==> src/rtl/uart_axi_debug_master_if.sv <==
// AXI4-lite bundle between the UART debug master and the interconnect.
// Write response and read data carry no resp fields.
interface uart_axi_debug_master_if;
  // Write address channel
  logic        awvalid;
  logic        awready;
  logic [31:0] awaddr;
  logic [2:0]  awprot;
  // Write data channel
  logic        wvalid;
  logic        wready;
  logic [31:0] wdata;
  logic [3:0]  wstrb;
  // Write response channel
  logic        bvalid;
  logic        bready;
  // Read address channel
  logic        arvalid;
  logic        arready;
  logic [31:0] araddr;
  logic [2:0]  arprot;
  // Read data channel
  logic        rvalid;
  logic        rready;
  logic [31:0] rdata;

  modport master (
    output awvalid, awaddr, awprot,
    input  awready,
    output wvalid, wdata, wstrb,
    input  wready,
    input  bvalid,
    output bready,
    output arvalid, araddr, arprot,
    input  arready,
    input  rvalid, rdata,
    output rready
  );

  modport slave (
    input  awvalid, awaddr, awprot,
    output awready,
    input  wvalid, wdata, wstrb,
    output wready,
    output bvalid,
    input  bready,
    input  arvalid, araddr, arprot,
    output arready,
    output rvalid, rdata,
    input  rready
  );
endinterface

==> src/rtl/uart_axi_debug_master.sv <==
// UART byte-stream command decoder acting as an AXI4-lite master.
// 'W' + 4 addr bytes + 4 data bytes -> one write, answered with ACK_BYTE.
// 'R' + 4 addr bytes               -> one read, answered with 4 data bytes LSB first.
// Any other leading byte is answered with NAK_BYTE. Every output is a register.
module uart_axi_debug_master #(
  parameter int unsigned GAP_TIMEOUT = 100000,
  parameter logic [7:0]  ACK_BYTE    = 8'h4B,
  parameter logic [7:0]  NAK_BYTE    = 8'h3F
) (
  input  logic                            clk,
  input  logic                            resetn,
  input  logic [7:0]                      rx_data,
  input  logic                            rx_valid,
  output logic                            rx_ready,
  output logic [7:0]                      tx_data,
  output logic                            tx_valid,
  input  logic                            tx_ready,
  uart_axi_debug_master_if.master         mem_axi,
  output logic                            busy
);

  localparam int         GAP_W     = $clog2(GAP_TIMEOUT + 1);
  localparam logic [GAP_W-1:0] GAP_LIMIT = GAP_W'(GAP_TIMEOUT);
  localparam logic [7:0] CMD_WRITE = 8'h57;
  localparam logic [7:0] CMD_READ  = 8'h52;

  typedef enum logic [2:0] {
    IDLE, ADDR, DATA, WR_REQ, B_WAIT, RD_REQ, R_WAIT, TX
  } state_t;

  state_t            state_reg, state_next;
  logic [1:0]        byte_cnt_reg, byte_cnt_next;
  logic [GAP_W-1:0]  gap_cnt_reg, gap_cnt_next;
  logic              is_write_reg, is_write_next;
  logic [31:0]       addr_reg, addr_next;
  logic [31:0]       wdata_reg, wdata_next;
  logic              awvalid_reg, awvalid_next;
  logic              wvalid_reg, wvalid_next;
  logic              aw_done_reg, aw_done_next;
  logic              w_done_reg, w_done_next;
  logic              bready_reg, bready_next;
  logic              arvalid_reg, arvalid_next;
  logic              rready_reg, rready_next;
  logic              rx_ready_reg, rx_ready_next;
  logic              tx_valid_reg, tx_valid_next;
  logic [7:0]        tx_data_reg, tx_data_next;
  logic [31:0]       tx_shift_reg, tx_shift_next;
  logic [2:0]        tx_left_reg, tx_left_next;
  logic              busy_reg, busy_next;

  logic rx_fire, tx_fire, aw_fire, w_fire, b_fire, ar_fire, r_fire;
  logic [GAP_W-1:0] gap_inc;

  assign rx_fire = rx_valid && rx_ready_reg;
  assign tx_fire = tx_valid_reg && tx_ready;
  assign aw_fire = awvalid_reg && mem_axi.awready;
  assign w_fire  = wvalid_reg && mem_axi.wready;
  assign b_fire  = bready_reg && mem_axi.bvalid;
  assign ar_fire = arvalid_reg && mem_axi.arready;
  assign r_fire  = rready_reg && mem_axi.rvalid;
  assign gap_inc = gap_cnt_reg + GAP_W'(1);

  // State and every output register; reset drops all valids immediately
  always_ff @(posedge clk or negedge resetn) begin
    if (!resetn) begin
      state_reg    <= IDLE;
      byte_cnt_reg <= '0;
      gap_cnt_reg  <= '0;
      is_write_reg <= 1'b0;
      addr_reg     <= '0;
      wdata_reg    <= '0;
      awvalid_reg  <= 1'b0;
      wvalid_reg   <= 1'b0;
      aw_done_reg  <= 1'b0;
      w_done_reg   <= 1'b0;
      bready_reg   <= 1'b0;
      arvalid_reg  <= 1'b0;
      rready_reg   <= 1'b0;
      rx_ready_reg <= 1'b0;
      tx_valid_reg <= 1'b0;
      tx_data_reg  <= '0;
      tx_shift_reg <= '0;
      tx_left_reg  <= '0;
      busy_reg     <= 1'b0;
    end else begin
      state_reg    <= state_next;
      byte_cnt_reg <= byte_cnt_next;
      gap_cnt_reg  <= gap_cnt_next;
      is_write_reg <= is_write_next;
      addr_reg     <= addr_next;
      wdata_reg    <= wdata_next;
      awvalid_reg  <= awvalid_next;
      wvalid_reg   <= wvalid_next;
      aw_done_reg  <= aw_done_next;
      w_done_reg   <= w_done_next;
      bready_reg   <= bready_next;
      arvalid_reg  <= arvalid_next;
      rready_reg   <= rready_next;
      rx_ready_reg <= rx_ready_next;
      tx_valid_reg <= tx_valid_next;
      tx_data_reg  <= tx_data_next;
      tx_shift_reg <= tx_shift_next;
      tx_left_reg  <= tx_left_next;
      busy_reg     <= busy_next;
    end
  end

  // Next-state and next-output decode; outputs are derived from the next state
  // so that they appear registered in the same cycle the state changes
  always_comb begin
    state_next    = state_reg;
    byte_cnt_next = byte_cnt_reg;
    gap_cnt_next  = gap_cnt_reg;
    is_write_next = is_write_reg;
    addr_next     = addr_reg;
    wdata_next    = wdata_reg;
    awvalid_next  = awvalid_reg;
    wvalid_next   = wvalid_reg;
    aw_done_next  = aw_done_reg;
    w_done_next   = w_done_reg;
    bready_next   = bready_reg;
    arvalid_next  = arvalid_reg;
    rready_next   = rready_reg;
    tx_valid_next = tx_valid_reg;
    tx_data_next  = tx_data_reg;
    tx_shift_next = tx_shift_reg;
    tx_left_next  = tx_left_reg;

    case (state_reg)
      IDLE: begin
        if (rx_fire) begin
          if (rx_data == CMD_WRITE || rx_data == CMD_READ) begin
            is_write_next = (rx_data == CMD_WRITE);
            byte_cnt_next = '0;
            gap_cnt_next  = '0;
            state_next    = ADDR;
          end else begin
            tx_data_next  = NAK_BYTE;
            tx_left_next  = 3'd1;
            tx_valid_next = 1'b1;
            state_next    = TX;
          end
        end
      end

      ADDR: begin
        if (rx_fire) begin
          // Little-endian: first byte ends up in addr[7:0]
          addr_next     = {rx_data, addr_reg[31:8]};
          gap_cnt_next  = '0;
          byte_cnt_next = byte_cnt_reg + 2'd1;
          if (byte_cnt_reg == 2'd3) begin
            if (is_write_reg) begin
              state_next = DATA;
            end else begin
              arvalid_next = 1'b1;
              state_next   = RD_REQ;
            end
          end
        end else if (gap_inc == GAP_LIMIT) begin
          gap_cnt_next  = '0;
          byte_cnt_next = '0;
          state_next    = IDLE;
        end else begin
          gap_cnt_next = gap_inc;
        end
      end

      DATA: begin
        if (rx_fire) begin
          wdata_next    = {rx_data, wdata_reg[31:8]};
          gap_cnt_next  = '0;
          byte_cnt_next = byte_cnt_reg + 2'd1;
          if (byte_cnt_reg == 2'd3) begin
            awvalid_next = 1'b1;
            wvalid_next  = 1'b1;
            aw_done_next = 1'b0;
            w_done_next  = 1'b0;
            state_next   = WR_REQ;
          end
        end else if (gap_inc == GAP_LIMIT) begin
          gap_cnt_next  = '0;
          byte_cnt_next = '0;
          state_next    = IDLE;
        end else begin
          gap_cnt_next = gap_inc;
        end
      end

      WR_REQ: begin
        // AW and W complete independently; wait for both before the response
        if (aw_fire) begin
          awvalid_next = 1'b0;
          aw_done_next = 1'b1;
        end
        if (w_fire) begin
          wvalid_next = 1'b0;
          w_done_next = 1'b1;
        end
        if ((aw_done_reg || aw_fire) && (w_done_reg || w_fire)) begin
          bready_next = 1'b1;
          state_next  = B_WAIT;
        end
      end

      B_WAIT: begin
        if (b_fire) begin
          bready_next   = 1'b0;
          tx_data_next  = ACK_BYTE;
          tx_left_next  = 3'd1;
          tx_valid_next = 1'b1;
          state_next    = TX;
        end
      end

      RD_REQ: begin
        if (ar_fire) begin
          arvalid_next = 1'b0;
          rready_next  = 1'b1;
          state_next   = R_WAIT;
        end
      end

      R_WAIT: begin
        if (r_fire) begin
          rready_next   = 1'b0;
          tx_shift_next = mem_axi.rdata;
          tx_data_next  = mem_axi.rdata[7:0];
          tx_left_next  = 3'd4;
          tx_valid_next = 1'b1;
          state_next    = TX;
        end
      end

      TX: begin
        // tx_data only moves on a handshake, so it is stable under backpressure
        if (tx_fire) begin
          if (tx_left_reg == 3'd1) begin
            tx_valid_next = 1'b0;
            tx_left_next  = '0;
            state_next    = IDLE;
          end else begin
            tx_data_next  = tx_shift_reg[15:8];
            tx_shift_next = {8'h00, tx_shift_reg[31:8]};
            tx_left_next  = tx_left_reg - 3'd1;
          end
        end
      end

      default: begin
        state_next = IDLE;
      end
    endcase

    rx_ready_next = (state_next == IDLE) || (state_next == ADDR) || (state_next == DATA);
    busy_next     = (state_next != IDLE);
  end

  assign rx_ready        = rx_ready_reg;
  assign tx_valid        = tx_valid_reg;
  assign tx_data         = tx_data_reg;
  assign busy            = busy_reg;

  assign mem_axi.awvalid = awvalid_reg;
  assign mem_axi.awaddr  = {addr_reg[31:2], 2'b00};
  assign mem_axi.awprot  = 3'b000;
  assign mem_axi.wvalid  = wvalid_reg;
  assign mem_axi.wdata   = wdata_reg;
  assign mem_axi.wstrb   = 4'hF;
  assign mem_axi.bready  = bready_reg;
  assign mem_axi.arvalid = arvalid_reg;
  assign mem_axi.araddr  = {addr_reg[31:2], 2'b00};
  assign mem_axi.arprot  = 3'b000;
  assign mem_axi.rready  = rready_reg;

endmodule

==> src/flat_wrapper.sv <==
// flat-port wrapper written by rule: the top's interface ports become plain ports
module uart_axi_debug_master_flat 
#(
  parameter int unsigned GAP_TIMEOUT = 100000,
  parameter logic [7:0]  ACK_BYTE    = 8'h4B,
  parameter logic [7:0]  NAK_BYTE    = 8'h3F
)
  (clk, resetn, rx_data, rx_valid, rx_ready, tx_data, tx_valid, tx_ready, busy, mem_axi_awvalid, mem_axi_awaddr, mem_axi_awprot, mem_axi_awready, mem_axi_wvalid, mem_axi_wdata, mem_axi_wstrb, mem_axi_wready, mem_axi_bvalid, mem_axi_bready, mem_axi_arvalid, mem_axi_araddr, mem_axi_arprot, mem_axi_arready, mem_axi_rvalid, mem_axi_rdata, mem_axi_rready);
  uart_axi_debug_master_if mem_axi_i ();
  input  logic clk;
  input  logic resetn;
  input  logic [7:0] rx_data;
  input  logic rx_valid;
  output logic rx_ready;
  output logic [7:0] tx_data;
  output logic tx_valid;
  input  logic tx_ready;
  output logic busy;
  output wire logic [$bits(mem_axi_i.awvalid)-1:0] mem_axi_awvalid;
  output wire logic [$bits(mem_axi_i.awaddr)-1:0] mem_axi_awaddr;
  output wire logic [$bits(mem_axi_i.awprot)-1:0] mem_axi_awprot;
  input wire logic [$bits(mem_axi_i.awready)-1:0] mem_axi_awready;
  output wire logic [$bits(mem_axi_i.wvalid)-1:0] mem_axi_wvalid;
  output wire logic [$bits(mem_axi_i.wdata)-1:0] mem_axi_wdata;
  output wire logic [$bits(mem_axi_i.wstrb)-1:0] mem_axi_wstrb;
  input wire logic [$bits(mem_axi_i.wready)-1:0] mem_axi_wready;
  input wire logic [$bits(mem_axi_i.bvalid)-1:0] mem_axi_bvalid;
  output wire logic [$bits(mem_axi_i.bready)-1:0] mem_axi_bready;
  output wire logic [$bits(mem_axi_i.arvalid)-1:0] mem_axi_arvalid;
  output wire logic [$bits(mem_axi_i.araddr)-1:0] mem_axi_araddr;
  output wire logic [$bits(mem_axi_i.arprot)-1:0] mem_axi_arprot;
  input wire logic [$bits(mem_axi_i.arready)-1:0] mem_axi_arready;
  input wire logic [$bits(mem_axi_i.rvalid)-1:0] mem_axi_rvalid;
  input wire logic [$bits(mem_axi_i.rdata)-1:0] mem_axi_rdata;
  output wire logic [$bits(mem_axi_i.rready)-1:0] mem_axi_rready;
  assign mem_axi_awvalid = mem_axi_i.awvalid;
  assign mem_axi_awaddr = mem_axi_i.awaddr;
  assign mem_axi_awprot = mem_axi_i.awprot;
  assign mem_axi_i.awready = mem_axi_awready;
  assign mem_axi_wvalid = mem_axi_i.wvalid;
  assign mem_axi_wdata = mem_axi_i.wdata;
  assign mem_axi_wstrb = mem_axi_i.wstrb;
  assign mem_axi_i.wready = mem_axi_wready;
  assign mem_axi_i.bvalid = mem_axi_bvalid;
  assign mem_axi_bready = mem_axi_i.bready;
  assign mem_axi_arvalid = mem_axi_i.arvalid;
  assign mem_axi_araddr = mem_axi_i.araddr;
  assign mem_axi_arprot = mem_axi_i.arprot;
  assign mem_axi_i.arready = mem_axi_arready;
  assign mem_axi_i.rvalid = mem_axi_rvalid;
  assign mem_axi_i.rdata = mem_axi_rdata;
  assign mem_axi_rready = mem_axi_i.rready;
  uart_axi_debug_master #(.GAP_TIMEOUT(GAP_TIMEOUT), .ACK_BYTE(ACK_BYTE), .NAK_BYTE(NAK_BYTE)) u_core (.clk(clk), .resetn(resetn), .rx_data(rx_data), .rx_valid(rx_valid), .rx_ready(rx_ready), .tx_data(tx_data), .tx_valid(tx_valid), .tx_ready(tx_ready), .mem_axi(mem_axi_i), .busy(busy));
endmodule
==> config.mk <==
export PLATFORM = sky130hd
export DESIGN_NAME = uart_axi_debug_master_flat
export DESIGN_NICKNAME = d
export VERILOG_FILES = /design/src/rtl/uart_axi_debug_master_if.sv /design/src/rtl/uart_axi_debug_master.sv /design/src/flat_wrapper.sv
export SDC_FILE = /design/constraint.sdc
export NUM_CORES = 1
export LEC_CHECK = 0
export BUFFER_PORTS_ARGS = -buffer_cell sky130_fd_sc_hd__buf_2
export CAP_MARGIN = 20
export CORE_MARGIN = 8
export CORE_UTILIZATION = 45
export CTS_CLUSTER_SIZE = 8
export DETAILED_ROUTE_END_ITERATION = 12
export PLACE_DENSITY_LB_ADDON = 0.1
export RECOVER_POWER = 100
export SLEW_MARGIN = 20
export SYNTH_ARGS = -nofsm -noshare
export SYNTH_HDL_FRONTEND = slang
export SYNTH_SLANG_ARGS = --single-unit
==> constraint.sdc <==
create_clock -name clk -period 5.8 [get_ports clk]
set_input_delay 0.29 -clock clk [delete_from_list [all_inputs] [get_ports clk]]
set_output_delay 0.29 -clock clk [all_outputs]
set_load 0.1 [all_outputs]
* Word-level counts from Yosys, hierarchy flattened
Index checks and enable logic that the tools add are counted.
** Word-level totals
- Logic and storage cells :: 165
- Register bits :: 140
** Cells by class
- Muxes and demuxes :: 73
- $add $sub $neg :: 3
- Reduce and logical (&&, ||, !) cells :: 38
- Equality and inequality tests :: 32
** Operators by type and width (count)
- two-way mux 32 bit :: 3
- two-way mux 17 bit :: 4
- one-hot mux 32 bit (2 select lines) :: 1
- two-way mux 3 bit :: 20
- two-way mux 8 bit :: 6
- one-hot mux 17 bit (2 select lines) :: 1
- one-hot mux 8 bit (4 select lines) :: 1
- != test 2 x 1 -> 1 bit (second input constant) :: 14
- one-hot mux 3 bit (8 select lines) :: 1
- two-way mux 1 bit :: 22
- adder 17 x 1 -> 17 bit (second input constant) :: 1
- equality test 17 bit (second input constant) :: 1
- equality test 8 x 7 -> 1 bit (second input constant) :: 2
- AND reduction 4 bit :: 4
- one-hot mux 1 bit (2 select lines) :: 7
- AND reduction 7 bit :: 2
- equality test 3 bit (second input constant) :: 4
- one-hot mux 3 bit (4 select lines) :: 1
- AND reduction 3 bit :: 4
- nonzero test 2 bit :: 6
- equality test 3 x 1 -> 1 bit (second input constant) :: 3
- equality test 3 x 2 -> 1 bit (second input constant) :: 3
- logical AND 1 bit :: 8
- two-way mux 2 bit :: 4
- other kinds (15) :: 23

* Longest topological paths before layout
- Depth in word-level cells :: 8
- Depth in mapped cells :: 10
- Depth with buffers taken out :: 9

* Worst setup path before layout
No wires, ideal clock.
- Path type :: reg2reg
- Start point :: register u_core.rx_ready_reg, in the netlist u_core.rx_ready
- End point :: register u_core.wdata_reg[10], in the netlist u_core.mem_axi.wdata[10]
- Data required time :: 5.674 ns
- Path slack :: 3.084 ns
- Buffers on the path :: 1
- Stages on the path, launching flop included :: 5
- Period minus slack after synthesis :: 2.716 ns
- Arrival time :: 2.590 ns
- Cell sequence :: dfrtp_1 -> nand2_1 -> nor3_1 -> clkbuf_1 -> mux2_2
** Between the ends
- Cells in the longest elaborated chain, start to end :: 2
** RTL lines
- start, declared :: RTL line uart_axi_debug_master.sv:44 : logic rx_ready_reg, rx_ready_next;
- start signal, assigned :: RTL line uart_axi_debug_master.sv:99 : rx_ready_reg <= rx_ready_next;
- logical AND 1 bit :: RTL line uart_axi_debug_master.sv:54 : assign rx_fire = rx_valid && rx_ready_reg;
- AND reduction 2 bit (no source line)
- end signal, assigned :: RTL line uart_axi_debug_master.sv:91 : wdata_reg <= wdata_next;
- end, declared :: RTL line uart_axi_debug_master.sv:36 : logic [31:0] wdata_reg, wdata_next;
No other way between the ends.
A chain may end at the register's enable or synchronous reset.

* Final worst setup path
- Start point :: register u_core.state_reg[0]
- End point :: register u_core.busy_reg, in the netlist u_core.busy
** Between the ends
- Elaborated cells on any way between the ends :: 22
- Classes of those cells :: 7 x eq/ne; 13 x mux; 2 x reduce/logical
** RTL lines
- start, declared :: RTL line uart_axi_debug_master.sv:31 : state_t state_reg, state_next;
- start signal, assigned :: RTL line uart_axi_debug_master.sv:86 : state_reg <= state_next;
- equality test 3 bit, or another cell as far along :: RTL line uart_axi_debug_master.sv:129 : case (state_reg)
- one-hot mux 3 bit (8 select lines) * :: RTL line uart_axi_debug_master.sv:129
- net u_core.state_next[2] :: RTL line uart_axi_debug_master.sv:31
- nonzero test 3 bit * :: RTL line uart_axi_debug_master.sv:256 : busy_next = (state_next != IDLE);
- net u_core.busy_next :: RTL line uart_axi_debug_master.sv:49 : logic busy_reg, busy_next;
- end signal, assigned :: RTL line uart_axi_debug_master.sv:104 : busy_reg <= busy_next;
- end, declared :: RTL line uart_axi_debug_master.sv:49
The timed path passes the listed nets; every way through them passes the cells marked *.

==> out/results.ini <==
[run_status]
status=finished, violations left
violations=capacitance limit, slew limit

[die]
std_cell_rows=43
ios=171
coreArea_mm2=0.0139
start_util=0.459
die_w_um=135
die_h_um=135
dieArea_mm2=0.0182

[power]
swShare=0.227
design_power_total_mw=2.09
power_per_cell_area_mw_per_mm2=281
peakVddDrop_mv=0.152
clkPwrFrac=0.527
p_int_mw=1.61
cellLeakagePower_nw=3.44
power_switching_mw=0.473
share_comb_of_total_power=0.039
share_seq_of_total_power=0.435

[setup_path]
criticalPathCategory=flip-flop to flip-flop
r2r_end=u_core.busy$_DFF_PN0_
crit_slowest_cell=clkbuf_1
slowest_delay_ns=1.14
critPathArrivalTime_ns=3.95
worstSetupStartpointType=flip-flop
end_kind=flip-flop
path_max_fanout=31
required_ns=6.14
worstPathCellList=nor2b_1 -> and3_1 -> clkbuf_1 -> o21ai_0 -> a31oi_1 -> nand3b_1
cp-endpoint=u_core.busy$_DFF_PN0_
r2r_slack_ns=2.19
reg2reg_depth=6
crit_start=u_core.state_reg[0]$_DFF_PN0_
reg2reg_from=u_core.state_reg[0]$_DFF_PN0_

[sta]
final.setup.worst_slack_ns=2.19
min_period_ns=3.61
finClkSkew_ns=0.00766
final_max_slew_viol_count=140
finalCritPeriodShare=0.622
final-hold-violation-count=0
max_slew.worst_pin.slew_ns=3.02
rsz0062_at_grt=no
max_freq_mhz=277
hold_slack_ns=0.0582
relSlewSlack=-1.01
setup_viol=0
final.setup.tns_ns=0

[clocking]
root_buffer=clkbuf_16
clock_path_buffers=2
clk_pin_slew_ns=0.06
clock_latency_ns=0.41
clock-sinks=130
numCtsBuffers=17
htree_num_levels=4
cts_tree=yes
cts.repair_timing.setup_buffer_count=0

[detailed_routing]
wl_met2_mm=7.02
routed_via_density=5.18
highest_layer=met4
drc=0
final_antenna_net_count=0
wire_per_inst_um=16.7
wl_met1_mm=6.70
wl_met3_mm=1.23
routed_wl_mm=15.1
drtPass1Iterations=4
vias=4691
drt-initial-drc-count=314

[placement]
dp_hpwl_mm=10.9
placed_cell_area_mm2=0.00697
pre_cts_ws_ns=2.94
finalWeightedCongestion=0.855
dp_cells=873
port_buffers=156

[finish]
drive_gt1_frac=0.212
stdcell_area_mm2=0.00742
post-route-util=0.535
fin_cells=906
diodes=0
final_common_cell=dfrtp_1
nets=766
final_cell_mix=dfrtp_1 (130), clkbuf_1 (112), mux2_2 (63), nand2_1 (54), buf_2 (47)
syn2layout_area_growth_pct=16.4
largest_reg_flops=32

[logic_synthesis]
netlist_area_mm2=0.00638
synth_top_area_frac=0.510
ys.flop_type=dfrtp_1
synth_seq_area_share=0.510
synthArstFlopShare=1.00
post_synth_num_cell_types=60
synth_edf_count=0
ys_seq_elements=130
synthCells=597
syn_area_per_cell_um2=10.7
synth_top_cell_by_area=dfrtp_1
ys_warn_count=0
ys_top_cells_by_area=dfrtp_1 (51%), mux2_2 (11%), buf_4 (5.5%), nand2_1 (3.2%), o21ai_0 (3.1%)

[global_route]
grt_pass1_vias=4757
globalRouteOverflowTotal=0
antenna_found_initial=0
grt_use_total=0.166
grt_max_degree=76
grt_pass1_wl_mm=24.3

[job]
drv_cap=4

[hold_path]
worstHoldStart=mem_axi_wready
whs_path_depth=2
min_path_type=input pin to flip-flop

-- what timing repair did --
| item | in CTS | in global routing |
|---|---|---|
| hold buffers | 1 | 0 |
| endpoints found under the hold margin | 55 | 0 |
| gates resized for setup | 0 | 0 |
-- synth_stat cells, types with 5 or more instances --
library cell,instances
xnor2_1,6
and2_1,7
buf_4,47
mux2_2,63
clkbuf_1,20
nand3_1,20
nor3_1,6
a21o_1,7
a21oi_1,37
nand4_1,8
a31oi_1,5
nand2_1,54
mux2i_1,17
nor2b_1,5
o21ai_0,39
nor2_1,37
dfrtp_1,130
inv_1,8
-- area by class of cell --
cell class	instances	area (µm²)
clock inverter	14	176
clock buffer	18	439
fill	1328	6460
inverter	9	33.8
multi-input combinational	393	2610
timing repair buffer	162	681
tap	180	225
sequential	130	3250
-- cell families (layout without fill, tap and decap cells) --
family                     count (synthesis)  in the layout  synth area share
muxes                                     80             80             0.138
and+or+nand+nor                          166            166             0.128
AOI/OAI and AO/OA                        120            120             0.118
adders and majority gates                  4              4           0.00785
xor gates and xnor gates                   9              9            0.0124
DFF                                      130            130             0.510
buffers and inverters                     86            203            0.0842
other                                      2             14           0.00118
-- per-layer routing --
metal,vias up,GRT usage
li1,2285,-
met1,2235,0.212
met2,151,0.257
met3,20,0.0535
met4,0,0.0654
met5,-,0
-- worst max-delay path, delay by kind of cell (launching register included) --
kind | cells | cell delay, ns
AO/OA/AOI/OAI | 2 | 0.83
buffers and inverters | 1 | 1.14
flip-flops | 1 | 0.74
AND/OR/NAND/NOR | 3 | 0.83
-- power groups by stage --
| stage | sequential (mW) | combinational [mW] | clock, mW |
|---|---|---|---|
| after CTS | 0.907 | 0.0822 | 1.12 |
| after global routing | 0.907 | 0.0872 | 1.17 |
| final | 0.907 | 0.0805 | 1.10 |
| after global placement | 0.924 | 0.0811 | 0 |
| after detailed placement | 0.924 | 0.0816 | 0 |
| after floorplan | 0.924 | 0.0491 | 0 |
-- how the worst min path moves through the flow --
stage | end | slack (ns)
floorplan | u_core.addr_reg[10]$_DFFE_PN0P_ | -0.006
global placement | u_core.addr_reg[3]$_DFFE_PN0P_ | 0.39
detailed placement | u_core.addr_reg[3]$_DFFE_PN0P_ | 0.39
CTS | u_core.mem_axi.wvalid$_DFFE_PN0P_ | 0.04
global route | u_core.mem_axi.wvalid$_DFFE_PN0P_ | 0.04
finish | u_core.mem_axi.wvalid$_DFFE_PN0P_ | 0.06
Power figures use the tool's default switching activity.
